===== src/rtl/inst_encoder.sv =====
// Turns a symbolic command (op, mode, operand) into the CPU's 16-bit instruction word
// and streams it MSB-first as one or two bytes over a valid/ready byte interface.
module inst_encoder (
    input  logic        clk,
    input  logic        rst,
    input  logic        cmd_valid,
    output logic        cmd_ready,
    input  logic [4:0]  cmd_op,
    input  logic [2:0]  cmd_mode,
    input  logic [10:0] cmd_arg,
    output logic        byte_valid,
    input  logic        byte_ready,
    output logic [7:0]  byte_data,
    output logic        byte_last,
    output logic        err,
    output logic [15:0] inst_count
);

    typedef enum logic [1:0] {
        IDLE    = 2'd0,
        EMIT_HI = 2'd1,
        EMIT_LO = 2'd2
    } state_t;

    state_t      state_q, state_d;
    logic [15:0] word_q, word_d;
    logic        err_q, err_d;
    logic [15:0] count_q, count_d;

    logic [15:0] enc_word;
    logic        enc_illegal;
    logic        shift_dir;

    // Command encoder: SHL/SHR differ only in op[0], which doubles as the shift direction bit.
    always_comb begin
        enc_word    = 16'h0000;
        enc_illegal = 1'b0;
        shift_dir   = cmd_op[0];
        if (!cmd_op[4]) begin
            enc_word    = {4'h0, cmd_op[3:0], 8'h00};
            enc_illegal = (cmd_op[3:0] == 4'hB);
        end else begin
            case (cmd_op[3:0])
                4'h0: enc_word = 16'h4400;
                4'h1: enc_word = {5'b10000, cmd_mode, cmd_arg[7:0]};
                4'h2: begin
                    enc_word    = {5'b10010, cmd_mode, cmd_arg[7:0]};
                    enc_illegal = !cmd_mode[2];
                end
                4'h3: enc_word = {5'b10001, cmd_mode, cmd_arg[7:0]};
                4'h4: enc_word = {5'b10011, cmd_mode, cmd_arg[7:0]};
                4'h5: enc_word = {5'b10100, cmd_mode, cmd_arg[7:0]};
                4'h6: enc_word = {5'b10101, cmd_mode, cmd_arg[7:0]};
                4'h7: enc_word = {5'b10110, cmd_mode, cmd_arg[7:0]};
                4'h8, 4'h9: begin
                    // Odd modes (001, 011, 101, 111) have no shift encoding.
                    enc_illegal = cmd_mode[0];
                    if (cmd_mode[2]) begin
                        enc_word = {5'b10111, cmd_mode, cmd_arg[7:1], shift_dir};
                    end else begin
                        enc_word = {5'b10111, 1'b0, cmd_mode[1], shift_dir, cmd_arg[7:0]};
                    end
                end
                4'hA: enc_word = {5'b11000, cmd_arg[10:0]};
                4'hB: enc_word = {5'b11010, cmd_arg[10:0]};
                4'hC: begin
                    enc_word    = {5'b11110, 8'h00, cmd_arg[2:0]};
                    enc_illegal = (cmd_arg[2:0] > 3'd5);
                end
                default: enc_illegal = 1'b1;
            endcase
        end
    end

    always_comb begin
        state_d = state_q;
        word_d  = word_q;
        err_d   = 1'b0;
        count_d = count_q;
        case (state_q)
            IDLE: begin
                if (cmd_valid) begin
                    word_d = enc_word;
                    if (enc_illegal) begin
                        err_d = 1'b1;
                    end else begin
                        state_d = EMIT_HI;
                    end
                end
            end
            EMIT_HI: begin
                // Zero-arg instructions have bit 15 clear and fit in the high byte alone.
                if (byte_ready) begin
                    if (!word_q[15]) begin
                        state_d = IDLE;
                        count_d = count_q + 16'd1;
                    end else begin
                        state_d = EMIT_LO;
                    end
                end
            end
            EMIT_LO: begin
                if (byte_ready) begin
                    state_d = IDLE;
                    count_d = count_q + 16'd1;
                end
            end
            default: state_d = IDLE;
        endcase
    end

    always_ff @(posedge clk) begin
        if (rst) begin
            state_q <= IDLE;
            word_q  <= 16'h0000;
            err_q   <= 1'b0;
            count_q <= 16'h0000;
        end else begin
            state_q <= state_d;
            word_q  <= word_d;
            err_q   <= err_d;
            count_q <= count_d;
        end
    end

    always_comb begin
        cmd_ready  = (state_q == IDLE);
        byte_valid = 1'b0;
        byte_data  = 8'h00;
        byte_last  = 1'b0;
        case (state_q)
            EMIT_HI: begin
                byte_valid = 1'b1;
                byte_data  = word_q[15:8];
                byte_last  = !word_q[15];
            end
            EMIT_LO: begin
                byte_valid = 1'b1;
                byte_data  = word_q[7:0];
                byte_last  = 1'b1;
            end
            default: ;
        endcase
    end

    assign err        = err_q;
    assign inst_count = count_q;

endmodule


===== config.mk =====
export PLATFORM = sky130hd
export DESIGN_NAME = inst_encoder
export DESIGN_NICKNAME = d
export VERILOG_FILES = /design/src/rtl/inst_encoder.sv
export SDC_FILE = /design/constraint.sdc
export NUM_CORES = 1
export LEC_CHECK = 0
export BUFFER_PORTS_ARGS = -buffer_cell sky130_fd_sc_hd__buf_4
export CORE_MARGIN = 5
export CORE_UTILIZATION = 50
export DETAILED_ROUTE_END_ITERATION = 8
export GPL_TIMING_DRIVEN = 1
export PLACE_DENSITY_LB_ADDON = 0.12
export SETUP_SLACK_MARGIN = 0.02
export SLEW_MARGIN = 20
export SYNTH_ARGS = -nofsm -noshare
export SYNTH_HDL_FRONTEND = slang
export SYNTH_SLANG_ARGS = --single-unit

===== constraint.sdc =====
create_clock -name clk -period 1.9 [get_ports clk]
set_input_delay 0.38 -clock clk [delete_from_list [all_inputs] [get_ports clk]]
set_output_delay 0.38 -clock clk [all_outputs]
set_load 0.01 [all_outputs]

# == Yosys cells after proc, flatten, opt, wreduce, memory -nomap -nowiden ==
# Index checks and enable logic that the tools add are counted.
# word_totals
wordCells,58
input_bits,23
reg_bits,35
# op_classes
n_mux,19
bitwise,2
n_addsub,1
magnitude_cmp,1
eq_ne,19
reduce_logical,12
# ops
operator,n
one-hot mux 16 bit (12 select lines),1
two-way mux 16 bit,4
one-hot mux 16 bit (2 select lines),1
"== test 4 bit, second input constant",5
"adder 16 x 1 -> 16 bit, second input constant",1
"== test 4 x 3 -> 1 bit, second input constant",4
one-hot mux 8 bit (2 select lines),1
two-way mux 11 bit,1
two-way mux 2 bit,5
"inequality test 2 bit, second input constant",5
OR reduction 9 bit,1
"== test 4 x 2 -> 1 bit, second input constant",2
AND reduction 4 bit,2
one-hot mux 2 bit (3 select lines),1
"== test 4 x 1 -> 1 bit, second input constant",1
zero test 4 bit,1
one-hot mux 1 bit (4 select lines),1
OR reduction 2 bit,2
"> comparator 3 bit, second input constant",1
two-way mux 1 bit,3
OR reduction 3 bit,1
"== test 2 x 1 -> 1 bit, second input constant",1
"== test 2 bit, second input constant",1
zero test 1 bit,2
other kinds (5),6

# == Longest topological paths before layout ==
# logic_depth
ltp_word,7
depth_mapped,7
mapped_depth_nobuf,6

# == Worst setup path before layout ==
# No wires, ideal clock.
# synth_timing
path_kind,input-to-reg
from,input cmd_op[0]
to,register state_q[1]
arrival_ns,1.534
path_slack_ns,0.295
path_buffers,1
path_stages,5
path_cell_list,buf_6 > or3_4 > o211a_4 > a221oi_2 > mux2i_1
# synth_via
elab_chain_len,6
# synth_lines
element,line_no,text
from (decl),8,"input logic [4:0] cmd_op,"
== test 4 bit (tied with other cells),"41, 43",
OR reduction 9 bit (no line) / OR reduction 2 bit (equally long branches),-,
one-hot mux 1 bit (4 select lines),43,case (cmd_op[3:0])
two-way mux 1 bit *,39,if (!cmd_op[4]) begin
inequality test 2 bit (no line) *,-,
AND reduction 4 bit (no line) *,-,
to (signal assigned),119,state_q <= state_d;
to (decl),25,"state_t state_q, state_d;"
# Mark *: on every way between the ends. The rest lies on a longest branch, timed or not.
# A chain may end at the register's enable or synchronous reset.

# == Final worst setup path ==
# layout_timing
from,register state_q[1]
to,output byte_last
# layout_via
elab_chain_len,2
# layout_lines
element,line_no,text
== test 2 bit / == test 2 x 1 -> 1 bit (equally long branches),131,case (state_q)
one-hot mux 1 bit (2 select lines) *,131,
to (decl),14,"output logic byte_last,"
# Marked as above.

==> results.txt <==
A synthesized cell averages approximately 8.1 µm². Leaving out fill and tap cells, the most frequent cells in the layout are sky130_fd_sc_hd__buf_4, sky130_fd_sc_hd__dfxtp_1, sky130_fd_sc_hd__a21oi_1, sky130_fd_sc_hd__nor2_1, sky130_fd_sc_hd__o21ai_0. The endpoint identified for the worst register-to-register timing path is inst_count[11].

The worst pin sits at a relative slew slack of between 60% and 70%. The final hold slack is ~320 ps. Summed over all failing endpoints, the final setup total negative slack is 0 ps. The H-tree was split into 2 levels.

The required time of the critical path is 1520 ps. The share of synthesized area occupied by flip-flops and latches is 34.98%. The total detailed-routing wirelength is 5.234 mm. For this run, asynchronously set or reset flops after synthesis account for 0%. The cell sitting at the root of the clock tree is a sky130_fd_sc_hd__clkbuf_8. The routed layout has slightly below 2000 vias. Relative to the synthesized area, the layout overhead comes to 32.17%. The register area came out at around 710 µm².

The flop-to-flop setup slack came out at between 150 and 200 ps. The clock period could shrink to approximately 1800 ps. The TritonCTS clock tree is done.

The library cell used most frequently in the layout, excluding fill and tap cells, is sky130_fd_sc_hd__buf_4. The arrival time at the worst endpoint is about 1500 ps. The portion of the clock cycle consumed by the worst path in the final layout came out at a little over nine tenths.

The number of sinks on the clock net came out at 35. Clock-pin slew was measured on the worst setup and hold paths at around 80 ps. The deepest clock path buffer count came out at 2.

The switching share of power is 26.08%. The critical path goes through inv_2 > ha_4 > and2b_2 > o21a_1 > buf_4. In this run the critical register-to-register path is launched from state_q[1].

The count of unresolved DRC violations after routing came out at 0. The die boundary width is 73.30 µm. After global routing the overflow that remains totals 0. The number of global-route vias before repair is approximately 1800.

The number of port buffers is 50. The fmax came out at about 0.54 GHz. The area used by multi-input combinational logic is between 0.001 and 0.0015 mm². The part of the total power dissipated in sequential elements came out at a little over two fifths. The area of the mapped netlist is between 0.002 and 0.0025 mm². At the end of the flow, the number of nets in the layout was 319. The type of destination of the critical path is a primary output.

The number of violations of the max-capacitance limit came out at 0. The standard-cell row count is 23. The register bit total from synthesis came out at 35.

The worst hold path class is primary input to flip-flop. The number of buffers inserted for hold repair after clock tree synthesis is 0. The count of endpoints failing hold in the final timing report was 0. The Yosys warning count is 0. Following the worst setup path forward leads to its endpoint at byte_last. The clock group share of total power is 40.4%. The die footprint came out at 0.005372 mm². In this run the worst setup path begins at state_q[1]. Yosys mapped a number of flops with a built-in enable equal to 0. The net switching power of the design is approximately 460 µW. The critical path is of the flip-flop to primary output type. Including well taps, the total number of placed cells is 334. The clock insertion delay at the later pin of the skew report is roughly 290 ps. The number of detailed-routing iterations run before antenna repair came out at 4. The largest fanout on the critical path is 5. The first global-routing pass estimated between 8 and 9 mm of wire.

In the global route stage, overall resource usage came out at between 15 and 20%. The peak supply drop came out at 0.5207 mV. The CTS buffer count is 5. In this run the standard cell core region covers between 0.003 and 0.004 mm². The number of antenna violations at the first check in global routing came out at 0.

51 I/O pins were placed. The flow ran to the end, and the final reports show no timing, DRC or antenna violations. The finished layout holds approximately 340 standard cells, fillers aside.

The max-slew violation count came to 0. The initial core utilization is 50.81%. The startpoint kind of the worst setup timing path is a flip-flop. Once detail routing completed, the nets flagged for antenna violations numbered 0. The cell count after synthesis came out at approximately 250. After clock tree synthesis, the setup repair step added 0 buffers. The largest individual stage delay along the critical path comes from the cell sky130_fd_sc_hd__dfxtp_4. After filler insertion, the fill cell instance count of the layout stands at between 300 and 400.

In the synthesized netlist the dominant register cell turns out to be sky130_fd_sc_hd__dfxtp_1. The worst-margin pin slew came out at 458.7 ps. The cell leakage power came out at around 1 nW. The biggest cell delay along the critical path is 380 ps.

Entering global routing, the biggest net connects 39 pins. The synthesized net count is around 270. The placed wire-length estimate after detailed placement came out at ~3.6 mm.

At the end of routability-driven placement, the weighted congestion stood at approximately 0.84. Setup repair after global routing left no endpoint under its margin. In this run, the number of DRC markers left after iteration 0 of detailed routing was 73.

The share of cells above drive strength 1 is between 30 and 40%. The number of antenna diodes in the final layout is 0. The final count of negative-setup-slack endpoints came out at 0. The clock tree skew after final layout came out at between 6 and 7 ps.

The via density per instance is 5.778. The wire length per cell after detailed routing is roughly 15 µm. The internal power of the cells totals ~1.3 mW.

The areal power density over the cells is ~670 mW/mm². The number of cells traversed by the worst register-to-register path came out at 7. The die is between 70 and 80 µm tall. The logic gate share of total power is between 15 and 20%.

The distinct cell type count after synthesis came out at 50.
[how the worst min path moves through the flow]
| stage | startpoint | end | depth (start not counted) |
|---|---|---|---|
| after CTS | cmd_arg[7] | word_q[7] | 3 |
| after global routing | cmd_arg[2] | word_q[2] | 3 |
| after global placement | word_q[0] | word_q[0] | 2 |
| final | cmd_arg[7] | word_q[7] | 3 |
| after floorplan | word_q[0] | word_q[0] | 2 |
| after detailed placement | word_q[0] | word_q[0] | 2 |
[through the flow]
stage               total power, mW  cell area (µm²)  utilization, %  setup WS [ps]
floorplan                    0.9517             2003               -          294.7
global placement              1.044             2406           61.03          117.1
detailed placement            1.044             2406           61.03          93.82
CTS                           1.763             2555           64.80          20.25
global route                  1.830             2648           67.15          20.45
finish                        1.772             2648           67.15          58.27
[critical path, delay by kind of cell, from the launching register on]
kind                       cells  cell delay (ps)
DFF                            1              380
and+or+nand+nor                1              240
buffers and inverters          2              200
adders and majority gates      1              180
AOI/OAI and AO/OA              1              180
[registers in the layout, summed over array words and instances, names as in the netlist]
register / count
inst_count: 16
word_q: 16
state_q: 2
err: 1
[Yosys cell counts (4+ instances only)]
master | number | area [µm²]
sky130_fd_sc_hd__inv_1 | 8 | 30.03
sky130_fd_sc_hd__or4_1 | 4 | 30.03
sky130_fd_sc_hd__nor3_1 | 4 | 20.02
sky130_fd_sc_hd__or3_1 | 10 | 62.56
sky130_fd_sc_hd__o21ai_0 | 15 | 75.07
sky130_fd_sc_hd__nor2_1 | 20 | 75.07
sky130_fd_sc_hd__ha_1 | 4 | 50.05
sky130_fd_sc_hd__and3_1 | 4 | 25.02
sky130_fd_sc_hd__a22oi_1 | 17 | 127.6
sky130_fd_sc_hd__dfxtp_1 | 35 | 700.7
sky130_fd_sc_hd__nand3_1 | 4 | 20.02
sky130_fd_sc_hd__buf_2 | 7 | 35.03
sky130_fd_sc_hd__clkbuf_1 | 11 | 41.29
sky130_fd_sc_hd__nand3b_1 | 5 | 37.54
sky130_fd_sc_hd__nand2b_1 | 6 | 37.54
sky130_fd_sc_hd__a21oi_1 | 21 | 105.1
sky130_fd_sc_hd__nand2_1 | 13 | 48.80
sky130_fd_sc_hd__nor2b_1 | 10 | 62.56
sky130_fd_sc_hd__o31ai_1 | 5 | 37.54
sky130_fd_sc_hd__xor2_1 | 4 | 35.03
[power groups by stage]
stage	Sequential, mW	Clock (mW)	Combinational [mW]
2_1_floorplan	0.784	0	0.168
3_3_place_gp	0.785	0	0.258
3_5_place_dp	0.786	0	0.259
4_1_cts	0.770	0.723	0.270
5_1_grt	0.774	0.748	0.307
6_report	0.772	0.715	0.284
[per-layer routing]
layer	part of all wire (%)	vias to the layer above	track usage (%)	routed length (µm)
li1	-	999	-	-
met1	40	915	23.31	2078
met2	53	61	34.36	2767
met3	6.3	7	3.967	332
met4	1.1	0	5.433	57
met5	0	-	0	0
[kinds of logic after synthesis]
family	count (synthesis)	synth area share, %
and+or+nand+nor	93	26.48
adders and majority gates	4	2.499
xor gates and xnor gates	5	2.186
buffers and inverters	27	5.871
AOI/OAI and AO/OA	80	26.98
DFF	35	34.98
muxes	2	0.9994
[cell type report]
| class | instances | share of cell area [%] |
|---|---|---|
| clock buffer | 6 | 3.119 |
| multi-input combinational | 184 | 48.30 |
| timing repair buffer | 58 | 17.01 |
| clock inverter | 2 | 1.323 |
| sequential | 35 | 26.75 |
| tap | 50 | 2.363 |
| inverter | 8 | 1.134 |
[repair_timing]
| item | in CTS | in global routing |
|---|---|---|
| cloned | 0 | 1 |
| setup endpoints to repair | 9 | 20 |
| resized for setup | 8 | 20 |
| pin swaps | 0 | 1 |
No activity file was read; power rests on OpenSTA's default activity.
